[config.mk]
export PLATFORM = sky130hd
export DESIGN_NAME = rr_arb_mux_flat
export DESIGN_NICKNAME = d
export VERILOG_FILES = /design/src/rtl/rr_arb_mux_if.sv /design/src/rtl/rr_arb_mux.sv /design/src/flat_wrapper.sv
export SDC_FILE = /design/constraint.sdc
export NUM_CORES = 1
export LEC_CHECK = 0
export CAP_MARGIN = 0
export CORE_MARGIN = 2
export CORE_UTILIZATION = 40
export DETAILED_ROUTE_END_ITERATION = 8
export GPL_ROUTABILITY_DRIVEN = 0
export PLACE_DENSITY = 0.87
export SLEW_MARGIN = 20
export SYNTH_ARGS = -nofsm -noshare
export SYNTH_HDL_FRONTEND = slang
export SYNTH_SLANG_ARGS = --single-unit
[constraint.sdc]
create_clock -name clk -period 7.9 [get_ports clk]
set_input_delay 1.975 -clock clk [delete_from_list [all_inputs] [get_ports clk]]
set_output_delay 1.975 -clock clk [all_outputs]
set_load 0.03 [all_outputs]
[src/rtl/rr_arb_mux_if.sv]
// rr_arb_mux_if: channel-side and output-side handshake bundle for rr_arb_mux.
interface rr_arb_mux_if #(parameter int N = 8, parameter int CH = 4);
   localparam int SW = $clog2(CH);
   logic          enable;
   logic          mode;
   logic [SW-1:0] select;
   logic [CH-1:0] in_valid;
   logic [CH*N-1:0] in_data;
   logic [CH-1:0] in_ready;
   logic          out_valid;
   logic [N-1:0]  out_data;
   logic [SW-1:0] out_ch;
   logic          out_ready;
   modport slave (input enable, mode, select, in_valid, in_data, out_ready,
                  output in_ready, out_valid, out_data, out_ch);
   modport master (output enable, mode, select, in_valid, in_data, out_ready,
                   input in_ready, out_valid, out_data, out_ch);
endinterface

[src/rtl/rr_arb_mux.sv]
// rr_arb_mux: CH-to-1 mux with fixed-select or round-robin grant into one registered output entry.
module rr_arb_mux #(parameter int N = 8, parameter int CH = 4) (
   input logic clk,
   input logic rst_n,
   rr_arb_mux_if.slave bus
);
   localparam int SW = $clog2(CH);
   localparam logic [SW:0] CHW = (SW+1)'(CH);
   logic [SW-1:0] ptr, rr_g, g, ptr_nxt;
   logic [SW:0] idx, g_inc;
   logic found, g_ok, can_accept, xfer;
   logic [N-1:0] g_data;
   always_comb begin
      found = 1'b0;
      rr_g = '0;
      idx = '0;
      g_data = '0;
      for (int i = 0; i < CH; i++) begin
         idx = {1'b0, ptr} + (SW+1)'(i);
         idx = idx >= CHW ? idx - CHW : idx;
         if (!found && bus.in_valid[idx[SW-1:0]]) begin
            found = 1'b1;
            rr_g = idx[SW-1:0];
         end
      end
      g = bus.mode ? rr_g : bus.select;
      g_ok = bus.mode ? found : ({1'b0, bus.select} < CHW);
      can_accept = rst_n & bus.enable & (~bus.out_valid | bus.out_ready);
      bus.in_ready = (g_ok & can_accept) ? CH'(1) << g : '0;
      xfer = |(bus.in_ready & bus.in_valid);
      for (int k = 0; k < CH; k++)
         if (g == SW'(k)) g_data = bus.in_data[k*N +: N];
      g_inc = {1'b0, g} + 1'b1;
      ptr_nxt = g_inc == CHW ? '0 : g_inc[SW-1:0];
   end
   // a refill takes priority over a drain so the output never bubbles
   always_ff @(posedge clk or negedge rst_n) begin
      if (!rst_n) begin
         bus.out_valid <= 1'b0;
         bus.out_data <= '0;
         bus.out_ch <= '0;
         ptr <= '0;
      end else if (xfer) begin
         bus.out_valid <= 1'b1;
         bus.out_data <= g_data;
         bus.out_ch <= g;
         if (bus.mode) ptr <= ptr_nxt;
      end else if (bus.out_ready) begin
         bus.out_valid <= 1'b0;
      end
   end
endmodule

[src/flat_wrapper.sv]
// flat-port wrapper written by rule: the top's interface ports become plain ports
module rr_arb_mux_flat 
#(parameter int N = 8, parameter int CH = 4)
  (clk, rst_n, bus_enable, bus_mode, bus_select, bus_in_valid, bus_in_data, bus_out_ready, bus_in_ready, bus_out_valid, bus_out_data, bus_out_ch);
  rr_arb_mux_if #(.N(N), .CH(CH)) bus_i ();
  input logic clk;
  input logic rst_n;
  input wire logic [$bits(bus_i.enable)-1:0] bus_enable;
  input wire logic [$bits(bus_i.mode)-1:0] bus_mode;
  input wire logic [$bits(bus_i.select)-1:0] bus_select;
  input wire logic [$bits(bus_i.in_valid)-1:0] bus_in_valid;
  input wire logic [$bits(bus_i.in_data)-1:0] bus_in_data;
  input wire logic [$bits(bus_i.out_ready)-1:0] bus_out_ready;
  output wire logic [$bits(bus_i.in_ready)-1:0] bus_in_ready;
  output wire logic [$bits(bus_i.out_valid)-1:0] bus_out_valid;
  output wire logic [$bits(bus_i.out_data)-1:0] bus_out_data;
  output wire logic [$bits(bus_i.out_ch)-1:0] bus_out_ch;
  assign bus_i.enable = bus_enable;
  assign bus_i.mode = bus_mode;
  assign bus_i.select = bus_select;
  assign bus_i.in_valid = bus_in_valid;
  assign bus_i.in_data = bus_in_data;
  assign bus_i.out_ready = bus_out_ready;
  assign bus_in_ready = bus_i.in_ready;
  assign bus_out_valid = bus_i.out_valid;
  assign bus_out_data = bus_i.out_data;
  assign bus_out_ch = bus_i.out_ch;
  rr_arb_mux #(.N(N), .CH(CH)) u_core (.clk(clk), .rst_n(rst_n), .bus(bus_i));
endmodule
# Word level (Yosys, flattened, before mapping)
# Index checks and enable logic that the tools add are counted.
# op_classes
addsub	8
muxes	30
n_reduce_logical	10
magnitude_cmp	8
bitwise	6
eq_ne	4
shifts	1
# ops
operator	n
8-bit 2-to-1 mux	4
2-bit 2-to-1 mux	10
2-bit by 3-bit < comparator with 1-bit output (second input constant)	4
1-bit 2-to-1 mux	11
3-bit greater-or-equal comparator (second input constant)	3
1-bit binary-select mux with 2-bit select	4
2-bit by 1-bit subtractor with 2-bit output (second input constant)	4
2-bit by 1-bit adder with 3-bit output (second input constant)	2
2-bit by 2-bit adder with 3-bit output (second input constant)	2
4-bit AND	1
2-bit == test (second input constant)	2
4-bit 2-to-1 mux	1
4-bit OR reduction	1
1-bit by 2-bit left shift with 4-bit output (first input constant)	1
1-bit AND	3
3-bit == test (second input constant)	1
2-bit by 3-bit greater-or-equal comparator with 1-bit output (second input constant)	1
1-bit logical AND	3
1-bit zero test	3
2-bit by 1-bit == test with 1-bit output (second input constant)	1
2-bit zero test	1
2-bit AND reduction	1
2-bit nonzero test	1
1-bit NOT	1
1-bit OR	1
# word_totals
wordCells	71
out_inout_bits	15
ff_bits	13

# Longest topological paths before layout
# logic_depth
word_depth	20
depth_mapped	11

# Worst setup path after synthesis
# No wires, ideal clock.
# synth_timing
path_type	input to output
start	in bus_in_valid[3]
end	out bus_in_ready[3]
path_stages	8
setup_slack_ns	2.486
t_arrival_ns	3.439
t_required_ns	5.925
path_cell_list	nand2b_1 -> a21o_1 -> nand4_1 -> o21ai_0 -> ha_1 -> buf_4 -> clkbuf_1 -> and2_1
# synth_via
elab_chain_len	15
elab_cells_between_ends	27
# synth_rtl
item	line	text
from (decl)	flat_wrapper.sv:11	input wire logic [$bits(bus_i.in_valid)-1:0] bus_in_valid;
1-bit binary-select mux with 2-bit select	rr_arb_mux.sv:21	if (!found && bus.in_valid[idx[SW-1:0]]) begin
1-bit 2-to-1 mux (implied by the code)	rr_arb_mux.sv:21	
1-bit 2-to-1 mux	rr_arb_mux.sv:21	
1-bit zero test	rr_arb_mux.sv:21	
1-bit logical AND	rr_arb_mux.sv:21	
1-bit 2-to-1 mux	rr_arb_mux.sv:21	
1-bit zero test	rr_arb_mux.sv:21	
1-bit logical AND	rr_arb_mux.sv:21	
1-bit 2-to-1 mux	rr_arb_mux.sv:21	
1-bit zero test	rr_arb_mux.sv:21	
1-bit logical AND	rr_arb_mux.sv:21	
2-bit 2-to-1 mux *	rr_arb_mux.sv:21	
2-bit 2-to-1 mux *	rr_arb_mux.sv:26	g = bus.mode ? rr_g : bus.select;
named net u_core.g[0]	rr_arb_mux.sv:9	logic [SW-1:0] ptr, rr_g, g, ptr_nxt;
1-bit by 2-bit left shift with 4-bit output *	rr_arb_mux.sv:29	bus.in_ready = (g_ok & can_accept) ? CH'(1) << g : '0;
4-bit 2-to-1 mux *	rr_arb_mux.sv:29	
to (decl)	flat_wrapper.sv:14	output wire logic [$bits(bus_i.in_ready)-1:0] bus_in_ready;
# The timed path passes the listed nets; every way through them passes the cells marked *. The select of a mux whose other input is x is not followed.

# Final worst setup path
# Ends and elaborated chain as after synthesis.

==> impl_results.md <==
* Worst Tran Pin Value at 0.649 ns
* Synth unique cells at 29
* F_max at 0.150 GHz
* Area contributors post-synth: dfrtp_1, a211o_1, a221oi_1
* DRT Wirelength at 2.96 mm
* Via/cell ratio at 5.45
* R2R cell count at 9
* Boundary Pins at 58
* Top-area cell type share of the netlist area at 0.338
* #FFs+latches synth at 13
* R2r endpoint: u_core.ptr[1]
* Crit path required time at 5.93 ns
* VDD IR max at 0.000184 V
* All-layer global routing usage at 0.215
* Sequential element share of the synthesized area at 0.338
* Worst hold margin at 0.544 ns
* Clk sinks at 13
* Cells after DPL at 192
* Die Ht at 53.0 um
* Port Buffers at 57
* Warnings, synthesis at 0
* Drt wl/cell at 15.1 um
* Cell Pwr Density at 275 nW/um^2
* RSZ-0062 raised after global routing: false
* CP max FO at 18
* Routed Antenna Nets at 0
* Worst setup margin at 1.25 ns
* Hold_buf cts at 0
* Via count at 1069
* Ys flop type: dfrtp_1
* Largest net degree at the start of global routing at 23
* TritonCTS buffer count at 3
* Clk Latency, worst-skew pair at 0.28 ns
* Vias in the first global route at 990
* H-tree levels at 1
* First-pass GRT wire length at 4.40 mm
* Syn_area_per_cell at 8.44 sq um
* Final nets at 216
* Initial antenna violation count at 0
* Crit path to: bus_in_ready[3]
* Critical Path AT at 4.67 ns
* DP Area at 1510 sq um
* Antenna Cells at 0
* Root Buffer Master: clkbuf_4
* CP Capture Type: primary output
* CP Launch Point: bus_in_valid[3]
* Non-Filler Instances at 196
* Final Setup Violations at 0
* # DRC at 0
* Std-Cell Core Area at 2230 sq um
* Critical R2R Launch: u_core.ptr[1]
* Post-route cell area at 1540 sq um
* Critical path class: in2out
* Row count at 17
* Post-synth EDFFs at 0
* P&R area growth vs syn at 60.1%
* Clk slew on worst S/H paths at 0.09 ns
* Static Leakage at 0.000644 uW
* Final Max Tran Viols at 0
* Rel. slew slack at 0.566
* MaxCap Viol Count at 0
* Total gr overflow at 0
* Reg-to-reg setup timing slack at 4.95 ns
* Pre-CTS setup slack at 1.27 ns
* Final Hold Viols at 0
* Post-route clock period utilization at 0.842
* CTS tree: done
* Mapped Area at 962 sq um
* Commonest cells post-synth: dfrtp_1, nand2_1, inv_1, nor2_1, a31oi_1
* Async set-or-reset flop fraction in the synthesized netlist at 1.00
* Net Count, Synth at 161
* Hpwl dp at 2.35 mm
* Post-CTS Setup Repair Bufs at 0
* Die W at 53.0 um
* Synth Instances at 114
* Worst clock skew at 0.0150 ns
* Status: complete, no violations
* Tmin final at 6.65 ns
* CTS max path bufs at 2
* Yosys top cell by area: dfrtp_1
* Hold Crit Class: reg2reg
* Post-cts resize count at 0
* 1st-iter DRT viols at 28
* Startpoint Class: primary input
* Layout cells sized above 1 at 0.0417
* Fin Setup TNS at 0 ns
* Die area at 2810 sq um
* DR pass1 iterations at 4
* Initial Utilization at 0.431
-- cell families after synthesis --
kind of cell               synth area share
muxes                                0.0234
buffers and inverters                0.0949
DFF                                   0.338
and+or+nand+nor                       0.205
adders and majority gates            0.0520
AOI/OAI and AO/OA                     0.286
-- worst max-delay path: stages --
cell,delay [ns]
clkdlybuf4s50_1,0.55
nand2b_1,0.14
a21o_1,0.13
nand4_1,0.14
o21ai_0,0.27
ha_1,0.59
and2_1,0.21
clkdlybuf4s50_1,0.66
-- final cells by class --
type / instances / area [sq um]
clock buffer: 4 / 26.3
fill: 192 / 693
inverter: 10 / 37.5
multi-input combinational: 84 / 546
sequential: 13 / 325
tap: 28 / 35.0
timing repair buffer: 57 / 571
-- metrics by stage --
stage                     utilization  total power (uW)
after global routing            0.690               448
after detailed placement        0.678               382
after floorplan                     -               278
after global placement          0.678               371
after CTS                       0.690               424
final                           0.690               424
-- worst min path at each step --
stage	to	slack, ns	depth (start not counted)	startpoint
after detailed placement	u_core.bus.out_data[6]	0.53	2	u_core.bus.out_data[6]
after global routing	u_core.bus.out_data[6]	0.57	2	u_core.bus.out_data[6]
after CTS	u_core.bus.out_data[6]	0.55	2	u_core.bus.out_data[6]
final	u_core.bus.out_data[6]	0.54	2	u_core.bus.out_data[6]
after floorplan	u_core.ptr[0]	0.52	1	u_core.ptr[0]
after global placement	u_core.bus.out_valid	0.51	2	u_core.bus.out_valid
-- flip-flops by register name, summed over array words and instances (netlist names) --
register              count
u_core.bus.out_data       8
u_core.bus.out_ch         2
u_core.ptr                2
u_core.bus.out_valid      1
-- where the power goes --
group          switching (uW)  internal, uW
Sequential               22.5          98.4
Combinational             142           120
Clock                    21.7          19.6
-- cells in the final DEF, fill, tap and decap left out, drive strengths merged, types with 3 or more instances in the layout --
| cell type | instances |
|---|---|
| a211o | 7 |
| a21oi | 5 |
| a221oi | 7 |
| a31oi | 9 |
| and2 | 6 |
| clkbuf | 4 |
| clkdlybuf4s50 | 57 |
| dfrtp | 13 |
| ha | 4 |
| inv | 10 |
| nand2 | 14 |
| nand2b | 4 |
| nand3 | 3 |
| nor2 | 10 |
-- per-layer routing --
metal,up-vias,GRT usage,part of all wire
met2,43,0.367,0.52
met3,5,0.0282,0.063
li1,522,-,-
met4,0,0.103,0.014
met1,499,0.266,0.40
met5,-,0,0
Power figures use the tool's default switching activity.
